===== config.mk =====
export PLATFORM = sky130hd
export DESIGN_NAME = y86_stat_ctrl
export DESIGN_NICKNAME = d
export VERILOG_FILES = /design/src/rtl/y86_stat_ctrl.sv
export SDC_FILE = /design/constraint.sdc
export NUM_CORES = 1
export LEC_CHECK = 0
export BUFFER_PORTS_ARGS = -buffer_cell sky130_fd_sc_hd__buf_2
export CAP_MARGIN = 5
export CORE_MARGIN = 1.5
export CORE_UTILIZATION = 40
export DETAILED_ROUTE_END_ITERATION = 10
export PLACE_DENSITY_LB_ADDON = 0.05
export SLEW_MARGIN = 10
export SYNTH_ARGS = -nofsm -noshare
export SYNTH_HDL_FRONTEND = slang
export SYNTH_SLANG_ARGS = --single-unit

===== constraint.sdc =====
create_clock -name clk -period 3 [get_ports clk]
set_input_delay 0.45 -clock clk [delete_from_list [all_inputs] [get_ports clk]]
set_output_delay 0.45 -clock clk [all_outputs]
set_load 0.02 [all_outputs]

===== src/rtl/y86_stat_ctrl.sv =====
// Status/commit controller for the Y86 SEQ core: tracks AOK/HLT/ADR/INS, gates commit,
// and keeps saturating cycle/retire counters. Optional watchdog under `Y86_WATCHDOG_EN.
module y86_stat_ctrl #(
  parameter int CNT_W    = 32,
  parameter int WDOG_MAX = 100000
) (
  input  logic             clk,
  input  logic             reset,
  input  logic             valid,
  input  logic [3:0]       icode,
  input  logic             imem_err,
  input  logic             instruct_err,
  input  logic             mem_err,
  output logic             commit,
  output logic             run,
  output logic [2:0]       stat,
  output logic             halted,
  output logic             timeout,
  output logic [CNT_W-1:0] cycle_cnt,
  output logic [CNT_W-1:0] instr_cnt
);

  typedef enum logic [1:0] {S_BOOT, S_RUN, S_STOP} state_t;

  localparam logic [2:0] STAT_AOK = 3'd1;
  localparam logic [2:0] STAT_HLT = 3'd2;
  localparam logic [2:0] STAT_ADR = 3'd3;
  localparam logic [2:0] STAT_INS = 3'd4;
  localparam logic [CNT_W-1:0] CNT_ONE = {{(CNT_W-1){1'b0}}, 1'b1};

  state_t           state, state_nxt;
  logic [2:0]       stat_nxt;
  logic             run_nxt, halted_nxt;
  logic [CNT_W-1:0] cycle_nxt, instr_nxt;
  logic             any_err, stop_hit;

  function automatic logic [CNT_W-1:0] sat_inc(input logic [CNT_W-1:0] v);
    return (&v) ? v : v + CNT_ONE;
  endfunction

  assign any_err  = imem_err | instruct_err | mem_err;
  assign stop_hit = valid & (any_err | (icode == 4'h0));
  // A faulting instruction must be blocked in the same cycle it presents its flags.
  assign commit   = (state == S_RUN) & valid & ~any_err;

`ifdef Y86_WATCHDOG_EN
  localparam logic [CNT_W-1:0] WDOG_LAST = CNT_W'(WDOG_MAX - 1);
  logic timeout_nxt;
`else
  assign timeout = 1'b0;
`endif

  // NOTE: every always_comb output gets a default first, so no path can infer a latch.
  always_comb begin
    state_nxt  = state;
    stat_nxt   = stat;
    run_nxt    = run;
    halted_nxt = halted;
    cycle_nxt  = cycle_cnt;
    instr_nxt  = instr_cnt;
`ifdef Y86_WATCHDOG_EN
    timeout_nxt = timeout;
`endif
    case (state)
      S_BOOT: begin
        state_nxt = S_RUN;
        run_nxt   = 1'b1;
      end
      S_RUN: begin
        cycle_nxt = sat_inc(cycle_cnt);
        if (stop_hit) begin
          state_nxt  = S_STOP;
          run_nxt    = 1'b0;
          halted_nxt = 1'b1;
          if (imem_err)          stat_nxt = STAT_ADR;
          else if (instruct_err) stat_nxt = STAT_INS;
          else if (mem_err)      stat_nxt = STAT_ADR;
          else begin
            // Halt is the only stopping instruction that retires.
            stat_nxt  = STAT_HLT;
            instr_nxt = sat_inc(instr_cnt);
          end
        end else begin
          if (valid) instr_nxt = sat_inc(instr_cnt);
`ifdef Y86_WATCHDOG_EN
          if (cycle_cnt == WDOG_LAST) begin
            state_nxt   = S_STOP;
            run_nxt     = 1'b0;
            halted_nxt  = 1'b1;
            stat_nxt    = STAT_HLT;
            timeout_nxt = 1'b1;
          end
`endif
        end
      end
      default: ; // S_STOP holds everything until reset
    endcase
  end

  // NOTE: sequential state uses non-blocking assignments only, avoiding read/write races between blocks.
  always_ff @(posedge clk) begin
    if (reset) begin
      state     <= S_BOOT;
      stat      <= STAT_AOK;
      run       <= 1'b0;
      halted    <= 1'b0;
      cycle_cnt <= '0;
      instr_cnt <= '0;
`ifdef Y86_WATCHDOG_EN
      timeout   <= 1'b0;
`endif
    end else begin
      state     <= state_nxt;
      stat      <= stat_nxt;
      run       <= run_nxt;
      halted    <= halted_nxt;
      cycle_cnt <= cycle_nxt;
      instr_cnt <= instr_nxt;
`ifdef Y86_WATCHDOG_EN
      timeout   <= timeout_nxt;
`endif
    end
  end

endmodule


==> flow_summary.yaml <==
timing:
  fin_crit_ns: 2.50
  fin_crit_sh_pct: 83.2
  finalSetupViolations: 0
  clock.fmax_mhz: 401
  fin_skew_ns: 0.0116
  hold_violations: 0
  worstMarginPinSlew_ns: 0.936
  tns_ns: 0
  hold-worst-slack_ns: 0.425
  maxSlewViolCount: 0
  rsz0062_at_grt: "no"
  slew_headroom_pct: 37.6
synth:
  avgSynthCellArea_um2: 8.20
  yosys_warnings: 0
  netlist_area_um2: 3430
  synth_fa_ha_area_share_pct: 0.730
  syn_inst: 418
  synth-compound-area-share_pct: 17.8
  synth_edf_count: 0
  synth_cell_type_count: 47
  synth_simple_gate_area_share_pct: 31.0
  syn_nets: 430
  synth_xor_area_share_pct: 3.07
  synth_top_family_by_area: "simple AND/OR/NAND/NOR gates"
  ys_async_sr_fraction_pct: 0
  synth-seq-cells: 70
  ys_seq_area_share_pct: 40.9
  synth_ff_type: "dfxtp_1"
  synth.mux.area_fraction_pct: 2.23
clock_network:
  clkLatencyLatePin_ns: 0.35
  htree_levels: 3
  cts_tree: "yes"
  cts-buffers-inserted: 9
  clk_path_buf_depth: 2
  holdBufCountCts: 0
  cts_root_buf: "clkbuf_8"
  clk_pin_slew_worst_paths_ns: 0.08
  cts_setup_buffers: 0
  cts_resized: 0
  clock-sinks: 70
final_layout:
  areaGrowthSynthToFinish_pct: 20.3
  fillers: 841
  drive_gt1_share_pct: 23.7
  antenna_cells: 0
  nNetsFinal: 509
setup_path:
  path_class: "flop to flop"
  crit_chain: "nand4_2, or3_1, a2111o_1, or4_1, a21oi_1"
  slowest_delay_ns: 0.58
  timing.rr.end: "cycle_cnt[27]"
  r2r_setup_slack_ns: 0.50
  worst_ep_required_time_ns: 3.28
  crit_path_start_kind: "flop"
  r2r-start: "cycle_cnt[9]"
  cp_data_arrival_time_ns: 2.77
  worst-path-buf-inv: 0
  crit_path_max_fanout: 15
  path_delay_family: "simple AND/OR/NAND/NOR gates"
  worst_path_max_delay_cell: "a2111o_1"
  critPathCaptureType: "flop"
  reg2reg_depth: 5
hold_path:
  hold_path.startpoint: "imem_err"
  whs_path_depth: 4
  hold_class: "input pin to flop"
  min_to: "stat[0]"
route:
  wl_per_cell_um: 14.0
  vias_per_cell: 5.55
  drc_errors: 0
  via_count: 3371
  antenna_left: 0
  routed_wl_um: 8480
  first_iter_violations: 93
  dr.pass1.iters: 4
flow_run:
  maxCapViolations: 0
pwr:
  peakVddDrop_v: 0.000189
  switching_share_pct: 24.4
  clockPowerShare_pct: 42.4
  p_seq_share_pct: 53.1
  intPower_uw: 1350
  p_per_area_nw_per_um2: 432
  leakage_uw: 0.00146
  combPwrFrac_pct: 4.4
  power.switching_uw: 434
floorplanning:
  rows: 33
  fp.coreArea_um2: 8260
  die_h_um: 95.6
  io_pins: 81
  fp.dieArea_um2: 9130
  initial_core_util_pct: 41.5
  fp.dieW_um: 95.6
place:
  port_buffers: 79
  gp_congestion: 0.746
  hpwl_um: 5950
global_routing:
  grt_max_degree: 51
  grt_usage_pct: 18.8
  grt_pass1_wl_um: 13400
  antenna_found_initial: 0
  grt_pass1_vias: 2877
  grt_overflow: 0
status:
  outcome: "finished, final reports clean"
[cells in the final DEF (no fill, tap or decap), drive strengths merged, types with 9 or more instances in the layout]
cell type and instances:
nand2 25, or4 19, a21oi 47, nor2 30
o31ai 16, buf 88, or3 35, nand4 15
nor4 11, clkbuf 10, xnor2 10, nand3 18
inv 14, dfxtp 70, o21ai 30, nor3 9
[metrics by stage]
| stage | instances | worst slack [ns] | cell area, um2 | total power, uW | util, % |
|---|---|---|---|---|---|
| floorplan | 418 | 0.589 | 3430 | 1020 | - |
| global placement | 591 | 0.608 | 3930 | 1050 | 47.6 |
| detailed placement | 591 | 0.521 | 3930 | 1050 | 47.6 |
| CTS | 607 | 0.515 | 4120 | 1800 | 49.9 |
| global route | 607 | 0.300 | 4120 | 1840 | 49.9 |
| finish | 607 | 0.504 | 4120 | 1780 | 49.9 |
[cell type report]
| class | instances | area, um2 | share of cell area [%] |
|---|---|---|---|
| inverters | 14 | 52.6 | 1.28 |
| flip-flops and latches | 70 | 1400 | 34.0 |
| clock buffers | 10 | 128 | 3.10 |
| repair buffers | 88 | 463 | 11.2 |
| well taps | 105 | 131 | 3.19 |
| clock inverters | 6 | 62.6 | 1.52 |
| multi-input cells | 314 | 1880 | 45.7 |
[cells in the mapped netlist (all sizes together) (2+ instances only)]
master	count	area share (%)
nand3	18	2.6
nand4	15	2.9
nor4	11	2.4
nand2b	4	0.73
clkbuf	16	1.8
mux2	5	1.6
buf	4	0.84
nor3	9	1.3
o31ai	16	3.5
or3	35	6.4
nand2	25	2.7
a211oi	2	0.44
nor2	30	3.3
a21oi	47	6.9
nor2b	8	1.5
xor2	2	0.51
mux2i	2	0.58
or2	5	0.91
and3	3	0.55
xnor2	10	2.6
ha	2	0.73
and4	2	0.51
o21ai	30	4.4
or4	19	4.3
inv	14	1.5
dfxtp	70	41
[flip-flops by register name, summed over array words and instances, names as in the netlist]
| signal | count |
|---|---|
| cycle_cnt | 32 |
| instr_cnt | 32 |
| stat | 3 |
| state | 2 |
| halted | 1 |
[worst max path at each step]
stage,start,end,slack [ns],depth (start not counted)
6_report,cycle_cnt[9],cycle_cnt[27],0.50,5
5_1_grt,cycle_cnt[9],cycle_cnt[27],0.30,5
4_1_cts,cycle_cnt[8],cycle_cnt[27],0.51,5
3_5_place_dp,cycle_cnt[8],cycle_cnt[27],0.52,5
3_3_place_gp,cycle_cnt[8],cycle_cnt[27],0.61,5
2_1_floorplan,instr_cnt[0],instr_cnt[14],0.59,7
[power groups by stage]
stage | logic (uW) | clock network [uW] | registers [uW]
after floorplan | 42.5 | 0 | 977
after global placement | 78.0 | 0 | 967
after detailed placement | 79.8 | 0 | 968
after CTS | 80.3 | 769 | 946
after global routing | 87.3 | 808 | 948
final | 79.1 | 755 | 946
[per-layer routing]
layer	GRT usage (%)	vias to the layer above	part of all wire (%)
li1	-	1707	-
met1	25.5	1583	49
met2	28.3	68	44
met3	4.31	13	5.8
met4	8.46	0	1.7
met5	0	-	0
[kinds of logic after synthesis]
kind of cell	count (synthesis)
other cells	1
compound gates	104
flops	70
buf+inv	34
fa+ha+maj	2
xor+xnor	12
simple gates	188
mux	7
[worst register-to-register path, cell delays in order (launching register included)]
cell	delay (ns)
dfxtp_1	0.42
nand4_2	0.21
or3_1	0.55
a2111o_1	0.58
or4_1	0.52
a21oi_1	0.14
Power figures use the tool's default switching activity.
